### config.mk
export PLATFORM = sky130hd
export DESIGN_NAME = rps_round_ctrl
export DESIGN_NICKNAME = d
export VERILOG_FILES = /design/src/rtl/rps_round_ctrl.sv
export SDC_FILE = /design/constraint.sdc
export NUM_CORES = 1
export LEC_CHECK = 0
export ABC_AREA = 1
export CAP_MARGIN = 25
export CORE_ASPECT_RATIO = 1.2
export CORE_MARGIN = 2
export CORE_UTILIZATION = 50
export CTS_CLUSTER_DIAMETER = 150
export DETAILED_ROUTE_END_ITERATION = 8
export PLACE_DENSITY = 0.74
export SLEW_MARGIN = 20
export SYNTH_ARGS = -nofsm -noshare
export SYNTH_HDL_FRONTEND = slang
export SYNTH_SLANG_ARGS = --single-unit
### constraint.sdc
create_clock -name sck -period 1.9 [get_ports sck]
set_clock_uncertainty 0.1 [all_clocks]
set_input_delay 0.38 -clock sck [delete_from_list [all_inputs] [get_ports sck]]
set_output_delay 0.38 -clock sck [all_outputs]
set_load 0.01 [all_outputs]
### src/rtl/rps_round_ctrl.sv
// rtl/rps_round_ctrl.sv - rock-paper-scissors round and match sequencer on the sck domain
// Optional ROUND_TIMEOUT_EN: a lone move wins by forfeit after TIMEOUT_CYCLES in COLLECT.
module rps_round_ctrl #(
  parameter int SHOW_CYCLES    = 1024,
  parameter int WIN_TARGET     = 3,
  parameter int SCORE_W        = 4,
  parameter int TIMEOUT_CYCLES = 4096
) (
  input  logic               sck,
  input  logic               reset,
  input  logic [7:0]         SIG,
  input  logic               done,
  output logic               start,
  output logic [2:0]         LED,
  output logic [SCORE_W-1:0] score_p1,
  output logic [SCORE_W-1:0] score_p2,
  output logic               match_over,
  output logic               busy
);

  localparam logic [1:0] ST_IDLE    = 2'd0;
  localparam logic [1:0] ST_COLLECT = 2'd1;
  localparam logic [1:0] ST_JUDGE   = 2'd2;
  localparam logic [1:0] ST_SHOW    = 2'd3;

  localparam logic [1:0] MV_NONE     = 2'b00;
  localparam logic [1:0] MV_ROCK     = 2'b01;
  localparam logic [1:0] MV_PAPER    = 2'b10;
  localparam logic [1:0] MV_SCISSORS = 2'b11;

  localparam logic [2:0] LED_OFF = 3'b000;
  localparam logic [2:0] LED_P1  = 3'b001;
  localparam logic [2:0] LED_P2  = 3'b010;
  localparam logic [2:0] LED_TIE = 3'b100;

  localparam int                 SHOW_W    = (SHOW_CYCLES > 1) ? $clog2(SHOW_CYCLES) : 1;
  localparam logic [SHOW_W-1:0]  SHOW_LOAD = SHOW_W'(SHOW_CYCLES - 1);
  localparam logic [SCORE_W-1:0] TARGET    = SCORE_W'(WIN_TARGET);
  localparam logic [SCORE_W-1:0] SCORE_MAX = {SCORE_W{1'b1}};

  logic [1:0]         state_q, state_d;
  logic               done_q, done_d;
  logic               start_q, start_d;
  logic [2:0]         led_q, led_d;
  logic [SCORE_W-1:0] score_p1_q, score_p1_d;
  logic [SCORE_W-1:0] score_p2_q, score_p2_d;
  logic               match_over_q, match_over_d;
  logic [1:0]         m1_q, m1_d;
  logic [1:0]         m2_q, m2_d;
  logic [SHOW_W-1:0]  show_cnt_q, show_cnt_d;

  logic               byte_ok, new_match, mv_p1, mv_p2;
  logic               tie, p1_beats;
  logic [SCORE_W-1:0] p1_inc, p2_inc;

`ifdef ROUND_TIMEOUT_EN
  localparam int              TO_W    = (TIMEOUT_CYCLES > 1) ? $clog2(TIMEOUT_CYCLES) : 1;
  localparam logic [TO_W-1:0] TO_LAST = TO_W'(TIMEOUT_CYCLES - 1);
  logic [TO_W-1:0] to_cnt_q, to_cnt_d;
`else
  logic unused_timeout;
  assign unused_timeout = (TIMEOUT_CYCLES > 0);
`endif

  // A byte counts only on the first cycle done is seen high after being low.
  always_comb begin
    byte_ok   = done && !done_q;
    new_match = byte_ok && (SIG == 8'hFF);
    mv_p1     = byte_ok && (SIG[7:6] == 2'b01) && (SIG[1:0] != MV_NONE);
    mv_p2     = byte_ok && (SIG[7:6] == 2'b10) && (SIG[1:0] != MV_NONE);
  end

  always_comb begin
    tie      = (m1_q == m2_q);
    p1_beats = ((m1_q == MV_ROCK)     && (m2_q == MV_SCISSORS)) ||
               ((m1_q == MV_SCISSORS) && (m2_q == MV_PAPER))    ||
               ((m1_q == MV_PAPER)    && (m2_q == MV_ROCK));
    p1_inc   = (score_p1_q == SCORE_MAX) ? score_p1_q : score_p1_q + SCORE_W'(1);
    p2_inc   = (score_p2_q == SCORE_MAX) ? score_p2_q : score_p2_q + SCORE_W'(1);
  end

  always_comb begin
    state_d      = state_q;
    done_d       = done;
    start_d      = 1'b0;
    led_d        = led_q;
    score_p1_d   = score_p1_q;
    score_p2_d   = score_p2_q;
    match_over_d = match_over_q;
    m1_d         = m1_q;
    m2_d         = m2_q;
    show_cnt_d   = show_cnt_q;
`ifdef ROUND_TIMEOUT_EN
    to_cnt_d     = to_cnt_q;
`endif

    case (state_q)
      ST_IDLE: begin
        led_d = LED_OFF;
        if ((mv_p1 || mv_p2) && !match_over_q) begin
          state_d = ST_COLLECT;
          start_d = 1'b1;
          if (mv_p1) m1_d = SIG[1:0];
          else       m2_d = SIG[1:0];
`ifdef ROUND_TIMEOUT_EN
          to_cnt_d = '0;
`endif
        end
      end

      ST_COLLECT: begin
        if (mv_p1 && (m1_q == MV_NONE)) m1_d = SIG[1:0];
        if (mv_p2 && (m2_q == MV_NONE)) m2_d = SIG[1:0];
        if ((m1_d != MV_NONE) && (m2_d != MV_NONE)) begin
          state_d = ST_JUDGE;
        end
`ifdef ROUND_TIMEOUT_EN
        else if (to_cnt_q == TO_LAST) begin
          // Only one move can be stored here, so its owner takes the round.
          state_d    = ST_SHOW;
          show_cnt_d = SHOW_LOAD;
          if (m1_d != MV_NONE) begin
            led_d      = LED_P1;
            score_p1_d = p1_inc;
            if (p1_inc == TARGET) match_over_d = 1'b1;
          end else begin
            led_d      = LED_P2;
            score_p2_d = p2_inc;
            if (p2_inc == TARGET) match_over_d = 1'b1;
          end
        end else begin
          to_cnt_d = to_cnt_q + TO_W'(1);
        end
`endif
      end

      ST_JUDGE: begin
        state_d    = ST_SHOW;
        show_cnt_d = SHOW_LOAD;
        if (tie) begin
          led_d = LED_TIE;
        end else if (p1_beats) begin
          led_d      = LED_P1;
          score_p1_d = p1_inc;
          if (p1_inc == TARGET) match_over_d = 1'b1;
        end else begin
          led_d      = LED_P2;
          score_p2_d = p2_inc;
          if (p2_inc == TARGET) match_over_d = 1'b1;
        end
      end

      default: begin
        if (show_cnt_q == '0) begin
          state_d = ST_IDLE;
          led_d   = LED_OFF;
          m1_d    = MV_NONE;
          m2_d    = MV_NONE;
        end else begin
          show_cnt_d = show_cnt_q - SHOW_W'(1);
        end
      end
    endcase

    // NEW_MATCH overrides whatever the state machine decided this cycle.
    if (new_match) begin
      state_d      = ST_IDLE;
      start_d      = 1'b0;
      led_d        = LED_OFF;
      score_p1_d   = '0;
      score_p2_d   = '0;
      match_over_d = 1'b0;
      m1_d         = MV_NONE;
      m2_d         = MV_NONE;
    end
  end

  always_ff @(posedge sck) begin
    if (reset) begin
      state_q      <= ST_IDLE;
      done_q       <= 1'b0;
      start_q      <= 1'b0;
      led_q        <= LED_OFF;
      score_p1_q   <= '0;
      score_p2_q   <= '0;
      match_over_q <= 1'b0;
      m1_q         <= MV_NONE;
      m2_q         <= MV_NONE;
      show_cnt_q   <= '0;
    end else begin
      state_q      <= state_d;
      done_q       <= done_d;
      start_q      <= start_d;
      led_q        <= led_d;
      score_p1_q   <= score_p1_d;
      score_p2_q   <= score_p2_d;
      match_over_q <= match_over_d;
      m1_q         <= m1_d;
      m2_q         <= m2_d;
      show_cnt_q   <= show_cnt_d;
    end
  end

`ifdef ROUND_TIMEOUT_EN
  always_ff @(posedge sck) begin
    if (reset) to_cnt_q <= '0;
    else       to_cnt_q <= to_cnt_d;
  end
`endif

  assign start      = start_q;
  assign LED        = led_q;
  assign score_p1   = score_p1_q;
  assign score_p2   = score_p2_q;
  assign match_over = match_over_q;
  assign busy       = (state_q != ST_IDLE);

endmodule

==> flow_metrics.env, run 1 <==
export IMPL_grt_max_degree=15
export IMPL_path_max_fanout=3
export IMPL_grt_use_total=0.230
export IMPL_nNetsFinal=332
export IMPL_period_minus_slack_ps=1770
export IMPL_vias=1884
export IMPL_cp_start_kind="register"
export IMPL_cts_tree="built"
export IMPL_synthMuxAreaShare=0.00616
export IMPL_vias_per_cell=5.32
export IMPL_crit_required_ps=1420
export IMPL_crit_start="state_q[0]"
export IMPL_row_count=24
export IMPL_synth_xor_area_frac=0.0383
export IMPL_power_density_nw_per_um2=1360
export IMPL_min_from="show_cnt_q[7]"
export IMPL_postRouteAntennaNets=0
export IMPL_slew_headroom=0.788
export IMPL_synth_top_family_by_area="simple AND/OR/NAND/NOR gates"
export IMPL_synth_compound_area_share=0.182
export IMPL_drtIter0Drc=59
export IMPL_setup_viol=0
export IMPL_dieHeight_um=70.2
export IMPL_synth_fp_nets=289
export IMPL_firstDrtPassIters=4
export IMPL_synthDistinctLibCells=30
export IMPL_antenna_cells=0
export IMPL_die_x_um=59.2
export IMPL_hold_viol=0
export IMPL_ir_drop_mv=0.886
export IMPL_stdcell_area_um2=2360
export IMPL_cts_htree_levels=2
export IMPL_synth_main_ff_cell="dfxtp_1"
export IMPL_cts_sinks=30
export IMPL_overflow=0
export IMPL_cts_buffer_depth=2
export IMPL_coreArea_um2=3570
export IMPL_area_growth_pct=28.9
export IMPL_drive_gt1_frac=0.149
export IMPL_grt_pass1_wl_um=7400
export IMPL_wl_um=4310
export IMPL_start_util=0.512
export IMPL_grt_pass1_vias=1802
export IMPL_max_freq_mhz=566
export IMPL_synth_area_um2=1830
export IMPL_synth_seq_area_share=0.329
export IMPL_cts_root_buf="clkbuf_8"
export IMPL_status="finished clean"
export IMPL_crit_arrival_ps=1290
export IMPL_routedWlPerCell_um=12.2
export IMPL_power_leakage_nw=1.07
export IMPL_gp_congestion=0.839
export IMPL_ys_seq_elements=30
export IMPL_post_route_period_util=0.930
export IMPL_syn_avg_cell_area_um2=6.75
export IMPL_synth_simple_area_share=0.298
export IMPL_clock_latency_ps=290
export IMPL_rsz0062_at_grt="false"
export IMPL_yosys_warnings=0
export IMPL_antenna_found_initial=0
export IMPL_endpoint_kind="primary output"
export IMPL_clk_pin_slew_ps=70
export IMPL_final_common_cell="nand2_1"
export IMPL_hold_ws_ps=367
export IMPL_synth_cells=271
export IMPL_timing_rr_start="state_q[0]"
export IMPL_ios=25
export IMPL_post_cts_setup_buffer_count=0
export IMPL_synth_fa_ha_area_frac=0.0479
export IMPL_dp_hpwl_um=3180
export IMPL_portBuffers=24
export IMPL_worstSetupPathType="register to primary output"
export IMPL_die_area_um2=4160
export IMPL_final_cell_mix="56 x nand2_1, 36 x inv_1, 31 x nor2_1"
export IMPL_cts_buffers=5
export IMPL_worst_pin_slew_ps=317
export IMPL_synth_edf_count=0
export IMPL_cts_hold_buf=0
export IMPL_maxCapViolCount=0
export IMPL_slew_viol_final=0
export IMPL_drcViolationCount=0
export IMPL_dpl_cell_area_um2=2200
export IMPL_hp_class="register to register"
export IMPL_synth_async_sr_flop_share=0
[worst max-delay path, cell delays in order, from the launching register on]
cell	delay, ps
dfxtp_1	350
inv_1	90
ha_1	220
inv_1	70
dlygate4sd2_1	270
[what timing repair did]
| action | in CTS | in global routing |
|---|---|---|
| pin swaps | 0 | 1 |
| gates cloned | 0 | 0 |
| endpoints found under the setup margin | 1 | 6 |
| resized for setup | 2 | 3 |
[where the power goes]
part	total (mW)	internal [mW]	switching, mW	leakage, nW
registers	0.877	0.759	0.119	0.245
clock network	0.814	0.559	0.255	0.0714
logic	1.51	0.634	0.873	0.749
total	3.20	1.95	1.25	1.07
[cells in the mapped netlist (2+ instances only)]
cell / n / share of area
a21oi_1: 25 / 0.068
buf_6: 2 / 0.012
dfxtp_1: 30 / 0.33
ha_1: 7 / 0.048
inv_1: 36 / 0.074
inv_2: 3 / 0.0062
nand2_1: 56 / 0.11
nand2_2: 3 / 0.010
nand3_1: 14 / 0.038
nand4_1: 7 / 0.024
nor2_1: 31 / 0.064
nor2_2: 5 / 0.017
nor3_1: 5 / 0.014
o21ai_0: 11 / 0.030
o21ai_1: 12 / 0.033
o21ai_2: 3 / 0.014
o22ai_1: 2 / 0.0068
xnor2_1: 3 / 0.014
xor2_1: 5 / 0.024
[state kept, by name, indices dropped and copies added (netlist names)]
signal      cells
show_cnt_q     10
score_p1        4
score_p2        4
LED             3
m1_q            2
m2_q            2
state_q         2
done_q          1
match_over      1
start           1
[path summary, 6_finish.rpt]
check | endpoint | slack [ps] | cells after the start
worst max-delay path | busy | 130 | 4
worst min-delay path | show_cnt_q[7] | 370 | 2
worst max register to register | state_q[0] | 140 | 9
worst min register to register | show_cnt_q[7] | 370 | 2
[logic make-up after synthesis]
group	after synthesis
compound gates	57
xor+xnor	8
fa+ha+maj	7
buf+inv	43
flops	30
mux	1
simple gates	125
[per-stage QoR]
stage / util / std cells / setup TNS [ps] / setup WS [ps] / power, mW
final: 0.659 / 354 / 0 / 133 / 3.20
after global routing: 0.659 / 354 / 0 / 21.4 / 3.44
after CTS: 0.656 / 354 / 0 / 130 / 3.19
after detailed placement: 0.616 / 346 / -895 / -114 / 2.37
after global placement: 0.616 / 346 / -571 / -60.2 / 2.34
after floorplan: - / 271 / 0 / 284 / 1.92
[layer usage]
metal | routed length [um] | part of all wire | GRT usage | vias up
met5 | 0 | 0 | 0 | -
met2 | 2180 | 0.51 | 0.408 | 42
met1 | 1840 | 0.43 | 0.251 | 866
li1 | - | - | - | 965
met3 | 200 | 0.046 | 0.0667 | 11
met4 | 85 | 0.020 | 0.0808 | 0
[layout make-up]
type	count	area, um2
tap	39	48.8
timing repair buffer	39	352
clock inverter	2	60.1
fill	333	1220
clock buffer	6	82.6
inverter	40	153
multi-input combinational	198	1060
sequential	30	602
Note: power is estimated with default switching activity, not from simulation.
==> run 2, diff against run 1 <==
Settings changed: REMOVE_ABC_BUFFERS from default to 1.
==> run 2 against run 1 <==
Critical path depth down 3; fmax down 0.62%; register-to-register slack improved by 50 ps; die area did not move; clock power fell by 1%; core utilization increased by 0.25 points; power rose by 0.38%; final cell count rose by 0.56%; worst setup slack got worse by 11 ps; global-route usage down 0.69 points; sequential share of layout area down 0.15 points; largest cell class unchanged; largest power group unchanged.
==> flow_metrics.env, run 2 (synthesized netlist as in run 1, its figures left out) <==
export IMPL_status="finished clean"
export IMPL_slew_headroom=0.754
export IMPL_ios=25
export IMPL_ir_drop_mv=0.866
export IMPL_crit_arrival_ps=1300
export IMPL_min_to="show_cnt_q[7]"
export IMPL_clk_pin_slew_ps=70
export IMPL_path_max_fanout=6
export IMPL_worst_path_stages=1
export IMPL_placed_cells=348
export IMPL_grt_use_total=0.223
export IMPL_firstDrtPassIters=5
export IMPL_dieHeight_um=70.2
export IMPL_hold_depth=2
export IMPL_drive_gt1_frac=0.151
export IMPL_nNetsFinal=334
export IMPL_tns_ps=0
export IMPL_post_route_util=0.662
export IMPL_cts_tree="built"
export IMPL_drcViolationCount=0
export IMPL_min_from="show_cnt_q[7]"
export IMPL_cts_hold_buf=0
export IMPL_vias_per_cell=5.27
export IMPL_die_x_um=59.2
export IMPL_overflow=0
export IMPL_die_area_um2=4160
export IMPL_row_count=24
export IMPL_drtIter0Drc=81
export IMPL_period_minus_slack_ps=1780
export IMPL_post_cts_setup_buffer_count=0
export IMPL_grt_max_degree=15
export IMPL_slew_viol_final=0
export IMPL_worst_r2r_cell_count=9
export IMPL_r2r_setup_slack_ps=190
export IMPL_dp_hpwl_um=3200
export IMPL_power_leakage_nw=1.08
export IMPL_cp_top_family="buffers and inverters"
export IMPL_cts_sinks=30
export IMPL_hold_viol=0
export IMPL_wl_um=4230
export IMPL_portBuffers=24
export IMPL_cts_htree_levels=2
export IMPL_area_growth_pct=29.4
export IMPL_vias=1877
export IMPL_top_register="show_cnt_q"
export IMPL_grt_pass1_vias=1788
export IMPL_antenna_cells=0
export IMPL_power_density_nw_per_um2=1360
export IMPL_worst_pin_slew_ps=370
export IMPL_start_util=0.512
export IMPL_final_cell_mix="56 x nand2_1, 36 x inv_1, 30 x dfxtp_1, 30 x nor2_1, 25 x a21oi_1"
export IMPL_timing_rr_start="state_q[0]"
export IMPL_cts_buffers=5
export IMPL_coreArea_um2=3570
export IMPL_postRouteAntennaNets=0
export IMPL_crit_slowest_cell="clkdlybuf4s50_1"
export IMPL_fin_cells=356
export IMPL_clock_latency_ps=280
export IMPL_reg2reg_to="state_q[0]"
export IMPL_hp_class="register to register"
export IMPL_dpl_cell_area_um2=2220
export IMPL_max_freq_mhz=562
export IMPL_crit_required_ps=1420
export IMPL_endpoint_kind="primary output"
export IMPL_cp_start_kind="register"
export IMPL_stdcell_area_um2=2360
export IMPL_crit_start="score_p2[2]"
export IMPL_setup_viol=0
export IMPL_final_common_cell="nand2_1"
export IMPL_routedWlPerCell_um=11.9
export IMPL_cts_buffer_depth=2
export IMPL_path_buf_inv=1
export IMPL_grt_pass1_wl_um=7270
export IMPL_post_route_period_util=0.936
export IMPL_cts_root_buf="clkbuf_8"
export IMPL_antenna_found_initial=0
export IMPL_maxCapViolCount=0
export IMPL_critical_path_max_stage_delay_ps=580
export IMPL_largest_register_ffs=10
export IMPL_worstSetupPathType="register to primary output"
export IMPL_gp_congestion=0.890
export IMPL_rsz0062_at_grt="false"
export IMPL_crit_chain="clkdlybuf4s50_1"
-- run 2: cell types whose count changed in the layout (fill, tap and decap cells not counted) --
cell,change
dfxtp_1,+1
nor2_2,+2
ha_1,+1
dfxtp_2,-1
nor2_4,-1
nor2_1,-1
buf_4,+2
ha_2,-1
-- run 2: how the worst max path moves through the flow --
stage	to	slack, ps
after floorplan	show_cnt_q[0]	280
after global placement	state_q[0]	-60
after detailed placement	state_q[0]	-120
after CTS	score_p2[2]	100
after global routing	m1_q[1]	30
final	score_p2[2]	120
-- run 2: repair_timing --
action	in CTS	in global routing
gates cloned	0	0
setup endpoints to repair	1	2
endpoints found under the hold margin	0	0
resized for setup	1	2
-- run 2: cell type report --
type,instances,area (um2)
fill,324,1210
inverter,40,153
timing repair buffer,41,367
clock buffer,6,82.6
clock inverter,2,60.1
multi-input combinational,198,1050
tap,39,48.8
sequential,30,601
-- run 2: stage by stage --
step	power [mW]	hold slack [ps]	worst slack (ps)
floorplan	1.90	339	283
global placement	2.37	354	-60.9
detailed placement	2.39	356	-117
CTS	3.21	366	96.0
global route	3.46	392	28.7
finish	3.21	362	122
-- run 2: routing by layer --
metal  global-route usage  up-vias  wire, um
met3               0.0296        4       146
met2                0.382       40      2240
met4                0.126        0        40
met1                0.256      862      1800
met5                    0        -         0
li1                     -      971         -
-- run 2: power breakdown --
part,total (mW),internal [mW],switching [mW]
sequential,0.875,0.757,0.118
clock,0.806,0.559,0.247
combinational,1.53,0.653,0.876
total,3.21,1.97,1.24
